## src/rtl/rv32_amo_pkg.sv

```systemverilog
// Shared definitions for the RV32A sequencer: funct5 encodings, FSM states and an op-decode helper.
package rv32_amo_pkg;

  localparam logic [4:0] AmoAdd  = 5'b00000;
  localparam logic [4:0] AmoSwap = 5'b00001;
  localparam logic [4:0] AmoLr   = 5'b00010;
  localparam logic [4:0] AmoSc   = 5'b00011;
  localparam logic [4:0] AmoXor  = 5'b00100;
  localparam logic [4:0] AmoOr   = 5'b01000;
  localparam logic [4:0] AmoAnd  = 5'b01100;
  localparam logic [4:0] AmoMin  = 5'b10000;
  localparam logic [4:0] AmoMax  = 5'b10100;
  localparam logic [4:0] AmoMinu = 5'b11000;
  localparam logic [4:0] AmoMaxu = 5'b11100;

  typedef enum logic [1:0] {StIdle, StRd, StWr, StDone} amo_state_e;

  function automatic logic op_known(input logic [4:0] op);
    case (op)
      AmoAdd, AmoSwap, AmoLr, AmoSc, AmoXor, AmoOr, AmoAnd,
      AmoMin, AmoMax, AmoMinu, AmoMaxu: op_known = 1'b1;
      default:                          op_known = 1'b0;
    endcase
  endfunction

endpackage

```

## src/rtl/rv32_amo_alu.sv

```systemverilog
// Combinational AMO combine function: new memory word from the old word and rs2.
module rv32_amo_alu
  import rv32_amo_pkg::*;
(
  input  logic [4:0]  i_op,
  input  logic [31:0] i_old,
  input  logic [31:0] i_src,
  output logic [31:0] o_new
);

  logic w_slt;
  logic w_ult;

  assign w_slt = $signed(i_old) < $signed(i_src);
  assign w_ult = i_old < i_src;

  // SWAP and SC store rs2 unchanged, which is also the default.
  always_comb begin
    o_new = i_src;
    case (i_op)
      AmoAdd:  o_new = i_old + i_src;
      AmoXor:  o_new = i_old ^ i_src;
      AmoAnd:  o_new = i_old & i_src;
      AmoOr:   o_new = i_old | i_src;
      AmoMin:  o_new = w_slt ? i_old : i_src;
      AmoMax:  o_new = w_slt ? i_src : i_old;
      AmoMinu: o_new = w_ult ? i_old : i_src;
      AmoMaxu: o_new = w_ult ? i_src : i_old;
      default: o_new = i_src;
    endcase
  end

endmodule

```

## src/rtl/rv32_amo_seq.sv

```systemverilog
// RV32A sequencer: runs LR/SC/AMO as read-modify-write over a ready/ack memory port,
// stalls the core meanwhile and owns the LR/SC reservation.
module rv32_amo_seq
  import rv32_amo_pkg::*;
#(
  parameter int unsigned TIMEOUT = 16
) (
  input  logic        clk,
  input  logic        clrn,
  input  logic        i_amo_req,
  input  logic [4:0]  i_amo_op,
  input  logic [31:0] i_amo_addr,
  input  logic [31:0] i_amo_wdata,
  output logic        o_amo_busy,
  output logic        o_amo_done,
  output logic [31:0] o_amo_rdata,
  output logic        o_amo_err,
  input  logic        i_snoop_we,
  input  logic [31:0] i_snoop_addr,
  input  logic        i_resv_clr,
  output logic [31:0] o_mem_addr,
  output logic [31:0] o_mem_wdata,
  output logic [3:0]  o_mem_we,
  output logic        o_mem_rd,
  input  logic [31:0] i_mem_rdata,
  input  logic        i_mem_ack
);

  amo_state_e  r_state, w_state_d;
  logic [31:0] r_rdata, w_rdata_d;
  logic        r_err, w_err_d;
  logic [31:0] r_cnt, w_cnt_d;
  logic        r_resv_valid;
  logic [29:0] r_resv_addr;

  logic        w_resv_set;
  logic        w_resv_kill;
  logic        w_resv_hit;
  logic        w_snoop_hit;
  logic        w_tmo;
  logic        w_done;
  logic [31:0] w_word;
  logic [31:0] w_alu_new;
  logic        w_unused_snoop;

  assign w_done         = (r_state == StDone);
  assign w_word         = {i_amo_addr[31:2], 2'b00};
  assign w_resv_hit     = r_resv_valid && (r_resv_addr == i_amo_addr[31:2]);
  assign w_snoop_hit    = i_snoop_we && (i_snoop_addr[31:2] == r_resv_addr);
  // The TIMEOUT-th waiting cycle is the last one in which an ack still counts.
  assign w_tmo          = (TIMEOUT != 0) && (r_cnt == TIMEOUT - 1);
  assign w_unused_snoop = ^i_snoop_addr[1:0];

  assign o_amo_done  = w_done;
  assign o_amo_busy  = i_amo_req & ~w_done;
  assign o_amo_rdata = r_rdata;
  assign o_amo_err   = w_done & r_err;

  rv32_amo_alu u_alu (
    .i_op  (i_amo_op),
    .i_old (r_rdata),
    .i_src (i_amo_wdata),
    .o_new (w_alu_new)
  );

  always_comb begin
    w_state_d   = r_state;
    w_rdata_d   = r_rdata;
    w_err_d     = r_err;
    w_cnt_d     = r_cnt;
    w_resv_set  = 1'b0;
    w_resv_kill = 1'b0;
    o_mem_rd    = 1'b0;
    o_mem_we    = 4'b0000;
    o_mem_addr  = 32'h0;
    o_mem_wdata = 32'h0;
    case (r_state)
      StIdle: begin
        if (i_amo_req) begin
          w_cnt_d   = 32'h0;
          w_err_d   = 1'b0;
          w_rdata_d = 32'h0;
          if ((i_amo_addr[1:0] != 2'b00) || !op_known(i_amo_op)) begin
            w_err_d   = 1'b1;
            w_state_d = StDone;
          end else if (i_amo_op == AmoSc) begin
            w_resv_kill = 1'b1;
            if (w_resv_hit) begin
              w_state_d = StWr;
            end else begin
              w_rdata_d = 32'h1;
              w_state_d = StDone;
            end
          end else begin
            w_state_d = StRd;
          end
        end
      end
      StRd: begin
        o_mem_rd   = 1'b1;
        o_mem_addr = w_word;
        if (i_mem_ack) begin
          w_rdata_d = i_mem_rdata;
          w_cnt_d   = 32'h0;
          if (i_amo_op == AmoLr) begin
            w_resv_set = 1'b1;
            w_state_d  = StDone;
          end else begin
            w_state_d = StWr;
          end
        end else if (w_tmo) begin
          w_err_d     = 1'b1;
          w_rdata_d   = 32'h0;
          w_resv_kill = 1'b1;
          w_state_d   = StDone;
        end else begin
          w_cnt_d = r_cnt + 32'h1;
        end
      end
      StWr: begin
        o_mem_we    = 4'b1111;
        o_mem_addr  = w_word;
        o_mem_wdata = w_alu_new;
        if (i_mem_ack) begin
          if (i_amo_op == AmoSc) w_rdata_d = 32'h0;
          w_state_d = StDone;
        end else if (w_tmo) begin
          w_err_d     = 1'b1;
          w_rdata_d   = 32'h0;
          w_resv_kill = 1'b1;
          w_state_d   = StDone;
        end else begin
          w_cnt_d = r_cnt + 32'h1;
        end
      end
      StDone: w_state_d = StIdle;
      default: w_state_d = StIdle;
    endcase
  end

  always_ff @(posedge clk or negedge clrn) begin
    if (!clrn) begin
      r_state <= StIdle;
      r_rdata <= 32'h0;
      r_err   <= 1'b0;
      r_cnt   <= 32'h0;
    end else begin
      r_state <= w_state_d;
      r_rdata <= w_rdata_d;
      r_err   <= w_err_d;
      r_cnt   <= w_cnt_d;
    end
  end

  // Any clear source beats a simultaneous LR set.
  always_ff @(posedge clk or negedge clrn) begin
    if (!clrn) begin
      r_resv_valid <= 1'b0;
      r_resv_addr  <= 30'h0;
    end else if (w_resv_kill || i_resv_clr || w_snoop_hit) begin
      r_resv_valid <= 1'b0;
    end else if (w_resv_set) begin
      r_resv_valid <= 1'b1;
      r_resv_addr  <= i_amo_addr[31:2];
    end
  end

endmodule

```

## config.mk

```make
export PLATFORM = sky130hd
export DESIGN_NAME = rv32_amo_seq
export DESIGN_NICKNAME = d
export VERILOG_FILES = /design/src/rtl/rv32_amo_pkg.sv /design/src/rtl/rv32_amo_alu.sv /design/src/rtl/rv32_amo_seq.sv
export SDC_FILE = /design/constraint.sdc
export NUM_CORES = 1
export LEC_CHECK = 0
export ABC_AREA = 1
export CORE_MARGIN = 1
export CORE_UTILIZATION = 40
export CTS_CLUSTER_DIAMETER = 100
export DETAILED_ROUTE_END_ITERATION = 8
export PLACE_DENSITY = 0.63
export SLEW_MARGIN = 5
export SYNTH_ARGS = -nofsm -noshare
export SYNTH_HDL_FRONTEND = slang
export SYNTH_HIERARCHICAL = 1
export SYNTH_SLANG_ARGS = --single-unit
```

## constraint.sdc

```tcl
create_clock -name clk -period 4.7 [get_ports clk]
set_input_delay 1.41 -clock clk [delete_from_list [all_inputs] [get_ports clk]]
set_output_delay 1.41 -clock clk [all_outputs]
set_load 0.005 [all_outputs]
```

After elaboration in Yosys (flattened, before gate mapping)
Memories as Yosys holds them, arrays and structs flattened.
Cells that the tools add are included.
{"block": "word_totals", "output_inout_bits": 104, "rom_bits": 32, "ff_bits": 98, "word_cells": 105, "n_memories": 1, "in_bits": 139}
{"name": "(name not given)", "depth": 32, "word_bits": 1, "read_ports": 1, "rd_clocked_by_memory_dff": 0, "wr": 0, "line_no": "rv32_amo_pkg.sv:19", "source": "case (op)"}
{"block": "op_classes", "add_sub_neg": 2, "n_lt_le_gt_ge": 2, "bitwise_logic": 7, "n_mux": 50, "eq_ne": 20, "reduce_logical": 17}
{"op": "two-way mux 32 bit", "count": 15}
{"op": "case mux 32 bit (8 select lines)", "count": 1}
{"op": "case mux 32 bit (3 select lines)", "count": 2}
{"op": "less-than comparator 32 bit", "count": 2}
{"op": "== test 30 bit", "count": 2}
{"op": "adder 32 x 1 -> 32 bit (second input constant)", "count": 1}
{"op": "adder 32 bit", "count": 1}
{"op": "AND 32 bit", "count": 1}
{"op": "== test 32 x 4 -> 1 bit (second input constant)", "count": 1}
{"op": "OR 32 bit", "count": 1}
{"op": "XOR 32 bit", "count": 1}
{"op": "two-way mux 1 bit", "count": 22}
{"op": "== test 5 bit (second input constant)", "count": 4}
{"op": "two-way mux 2 bit", "count": 6}
{"op": "== test 5 x 2 -> 1 bit (second input constant)", "count": 2}
{"op": "== test 5 x 4 -> 1 bit (second input constant)", "count": 2}
{"op": "case mux 2 bit (4 select lines)", "count": 1}
{"op": "inequality test 2 bit (second input constant)", "count": 3}
{"op": "AND reduction 3 bit", "count": 2}
{"op": "nonzero test 2 bit", "count": 3}
{"op": "== test 5 x 3 -> 1 bit (second input constant)", "count": 1}
{"op": "zero test 5 bit", "count": 1}
{"op": "== test 2 bit (second input constant)", "count": 2}
{"op": "two-way mux 4 bit", "count": 1}
{"op": "other kinds (14)", "count": 20}

Longest topological paths before layout
An unclocked memory read counts as a cell.
{"block": "depth", "ltp_word": 12, "ltp_mapped": 23, "mapped_depth_nobuf": 22}

Hierarchy
Netlist, hierarchy kept.
{"module": "rv32_amo_alu", "seq_area_each_um2": 0.0, "instances": 1, "cells_each": 1388, "area_per_inst_um2": 6852.8}
{"module": "rv32_amo_seq", "seq_area_each_um2": 2452.4, "instances": 1, "cells_each": 1037, "area_per_inst_um2": 6631.4}

Least setup slack after synthesis
OpenSTA, ideal clock, no wires.
{"block": "synth_path", "path_kind": "input-to-output", "from": "input port i_amo_wdata[31]", "to": "output port o_mem_wdata[25]", "setup_slack_ns": -0.176, "required_ns": 3.290, "arrival_ns": 3.466, "path_buffers": 1, "cell_stages": 18, "path_cell_list": "inv_1 ha_1 nor2_1 nand3_1 nor2_2 and3_1 nand2_1 nand2_2 nand2_1 nand2_2 buf_2 nand2_1 nand3_1 nand2_1 nor2_1 nand2_1 nand2_1 inv_1"}
{"block": "synth_between", "elab_chain_cells": 4, "word_cells_on_any_way": 8, "cone_classes": "order compare (2); mux (6)"}
{"element": "from (decl)", "line_no": "rv32_amo_seq.sv:13", "source": "input logic [31:0] i_amo_wdata,"}
{"element": "less-than comparator 32 bit (on tied branches)", "line_no": "rv32_amo_alu.sv:15, rv32_amo_alu.sv:14"}
{"element": "two-way mux 32 bit (on tied branches)"}
{"element": "case mux 32 bit (8 select lines) *", "line_no": "rv32_amo_alu.sv:20", "source": "case (i_op)"}
{"element": "via w_alu_new[25]", "line_no": "rv32_amo_seq.sv:43", "source": "logic [31:0] w_alu_new;"}
{"element": "two-way mux 32 bit *", "line_no": "rv32_amo_seq.sv:77", "source": "case (r_state)"}
{"element": "to (decl)", "line_no": "rv32_amo_seq.sv:22", "source": "output logic [31:0] o_mem_wdata,"}
The timed path passes the listed nets; every way through them passes the cells marked *.

Worst setup path after layout
{"block": "layout_path", "from": "input port i_amo_wdata[18]", "to": "output port o_mem_wdata[15]"}
Same word-level chain as after synthesis.

==> impl_metrics.env <==
export IMPL_cts_root_buf="clkbuf_16"
export IMPL_rsz0062_at_grt="yes"
export IMPL_design_area_mm2=0.0212
export IMPL_diodes=0
export IMPL_cpPeakStageDelay_ps=330
export IMPL_synth_top_area_share_pct=21.8
export IMPL_setup_ws_ps=-707
export IMPL_violations="setup timing"
export IMPL_viasPerCell=5.40
export IMPL_fillers=3154
export IMPL_cts_buffers=9
export IMPL_yosys_most_used_dff="dfrtp_1"
export IMPL_dp_slack_ps=-1340
export IMPL_final_cell_mix="721 x nand2_1, 323 x buf_4, 309 x inv_1"
export IMPL_path_cells="buf_2 > inv_2 > ha_1 > nor4_2 > and3_4 > nand2_8 > buf_4 > buf_6 > nand3_4 > nand2_8 > buf_6 > buf_8 > nand2_1 > nand3_1 > nand2_1 > nor2_1 > nor2_1 > nand2_1 > inv_1 > dlygate4sd2_1"
export IMPL_netlist_top_cells_area="nand2_1 22%, dfrtp_1 18%, inv_1 9.9%"
export IMPL_cpMostUsedCell="nand2_1"
export IMPL_startpoint_type="primary input"
export IMPL_drt_iter0_drc=1694
export IMPL_grt_busiest_layer="met2"
export IMPL_grt_pass1_wl_um=95200
export IMPL_fp_coreArea_mm2=0.0329
export IMPL_io_buffer_count=238
export IMPL_syn_to_final_growth_pct=57.5
export IMPL_syn_cell_area_mm2=0.0135
export IMPL_cp_slowest_cell="nor4_2"
export IMPL_synthCells=2425
export IMPL_clk_latency_ps=370
export IMPL_tns_ps=-18260
export IMPL_layout_drive_gt1_share_pct=26.5
export IMPL_dp_hpwl_um=45100
export IMPL_final_common_cell="nand2_1"
export IMPL_max_slew_worst_pin_slew_ps=916
export IMPL_crit_arrival_ps=4000
export IMPL_hold_path_class="flop to flop"
export IMPL_dpl_cell_area_mm2=0.0187
export IMPL_grt_ovfl_total=0
export IMPL_grt_max_degree=70
export IMPL_ys_warn_count=6
export IMPL_powerDensity_mw_per_mm2=245
export IMPL_synth_seq_cells=98
export IMPL_die_y_um=186
export IMPL_clkTransAtPathRegs_ps=80
export IMPL_critical_path_required_ps=3290
export IMPL_grt_antenna_before_repair=0
export IMPL_leakagePower_uw=0.0109
export IMPL_cap_violations=0
export IMPL_grtUsageMet3_pct=5.38
export IMPL_antenna_left=0
export IMPL_grt_met1_usage_pct=47.4
export IMPL_fmax_mhz=185
export IMPL_hold_viol=0
export IMPL_synth_edf_count=0
export IMPL_yosysSeqAreaShare_pct=18.2
export IMPL_cts_tree="done"
export IMPL_status="finished with violations"
export IMPL_first_global_vias=17600
export IMPL_fin_skew_ps=14.6
export IMPL_h_tree_depth=3
export IMPL_async_reset_ff_share_pct=100
export IMPL_track_usage_pct=35.8
export IMPL_clock_sinks=98
export IMPL_crit_fanout=7
export IMPL_fin_util_pct=64.6
export IMPL_setup_viol=32
export IMPL_gp_congestion=1.01
export IMPL_nNetsFinal=3224
export IMPL_yosys_area_top_type="nand2_1"
export IMPL_wl_per_cell_um=18.5
export IMPL_row_count=66
export IMPL_drcViolationCount=0
export IMPL_endpoint_kind="output pin"
export IMPL_min_period_ps=5410
export IMPL_path_class="primary input to output pin"
export IMPL_slew_viol_final=0
export IMPL_ir_worst_vdd_uv=336
export IMPL_drt_total_wl_um=63400
export IMPL_fp_dieW_um=186
export IMPL_ctsHoldBuffers=0
export IMPL_finalCritPeriodShare_pct=115
export IMPL_start_util_pct=41.0
export IMPL_vias=18500
export IMPL_dr_pass1_iters=6
export IMPL_use_met2_pct=59.4
export IMPL_ys_types=46
export IMPL_pin_count=243
export IMPL_maxSlewHeadroom_pct=39.0
export IMPL_dieArea_mm2=0.0344
export IMPL_clock_path_buffers=2
export IMPL_avgSynthCellArea_um2=5.56
final timing paths:
| kind | from | depth (start not counted) | end | slack, ps |
|---|---|---|---|---|
| setup / recovery | i_amo_wdata[18] | 20 | o_mem_wdata[15] | -710 |
| hold / removal | r_resv_addr[24]$_DFFE_PN0P_ | 2 | r_resv_addr[24]$_DFFE_PN0P_ | 500 |
| setup reg to reg | r_state[0]$_DFFE_PN0P_ | 9 | r_cnt[14]$_DFFE_PN0P_ | 1540 |
| hold reg to reg | r_resv_addr[24]$_DFFE_PN0P_ | 2 | r_resv_addr[24]$_DFFE_PN0P_ | 500 |
| max in group asynchronous | clrn | 2 | o_amo_rdata[18]$_DFFE_PN0P_ | 2710 |
| min in group asynchronous | clrn | 1 | r_cnt[4]$_DFFE_PN0P_ | 1150 |
worst max-delay path, delay by kind of cell:
family,cells,cell delay (ps)
adders and majority gates,1,310
buffers and inverters,8,970
and+or+nand+nor,11,1280
metal layers:
metal	wire length, um	share of wire, %
met5	0	0
met4	2120	3.4
met3	5390	8.5
met2	29100	46
met1	26800	42
state kept, by name, indices dropped and copies added (netlist names):
register,cells
o_amo_rdata,32
r_cnt,32
r_err,1
r_resv_addr,30
r_resv_valid,1
r_state,2
stage by stage:
stage / total power [uW] / instances / hold slack [ps]
after global placement: 3910 / 3324 / 459
after floorplan: 2540 / 2426 / 442
after global routing: 5550 / 3430 / 503
after CTS: 5130 / 3419 / 492
after detailed placement: 3950 / 3324 / 470
final: 5210 / 3430 / 495
where the power goes:
part | internal, uW | total, uW | switching [uW]
Sequential | 917 | 990 | 73.7
Combinational | 1520 | 3450 | 1930
Clock | 375 | 769 | 395
Total | 2810 | 5210 | 2400
synthesized netlist by cell type, types with 7 or more instances:
cell      instances
clkbuf_1         44
nor3_1           27
inv_2             9
nand2_1         782
dfrtp_1          98
inv_1           357
nor2_1          290
nand4_1          85
nor2_2            7
xnor2_1          12
buf_2            26
ha_1            101
o21ai_0          72
a21oi_1          97
o22ai_1          17
buf_4            15
o21ai_1          31
nand3_1         266
or2_2             8
xor2_1            9
layout make-up:
| type | count | area [um^2] | area share [%] |
|---|---|---|---|
| well taps | 442 | 553 | 2.60 |
| clock inverters | 7 | 71.3 | 0.336 |
| inverters | 368 | 1420 | 6.68 |
| clock buffers | 9 | 225 | 1.06 |
| multi-input cells | 1865 | 10500 | 49.5 |
| repair buffers | 641 | 5990 | 28.2 |
| flip-flops and latches | 98 | 2450 | 11.5 |
what timing repair did:
| item | in CTS | in global routing |
|---|---|---|
| buffers inserted | 63 | 29 |
| pin swaps | 100 | 117 |
| gates resized for setup | 507 | 174 |
| setup endpoints to repair | 32 | 32 |
| gates cloned | 17 | 6 |
kinds of logic after synthesis:
| kind of cell | synth area share [%] |
|---|---|
| and+or+nand+nor | 47.1 |
| AOI/OAI and AO/OA | 10.0 |
| DFF | 18.2 |
| other | 0.0278 |
| buffers and inverters | 13.7 |
| xor gates and xnor gates | 1.36 |
| adders and majority gates | 9.52 |
(Power assumes the default switching activity.)
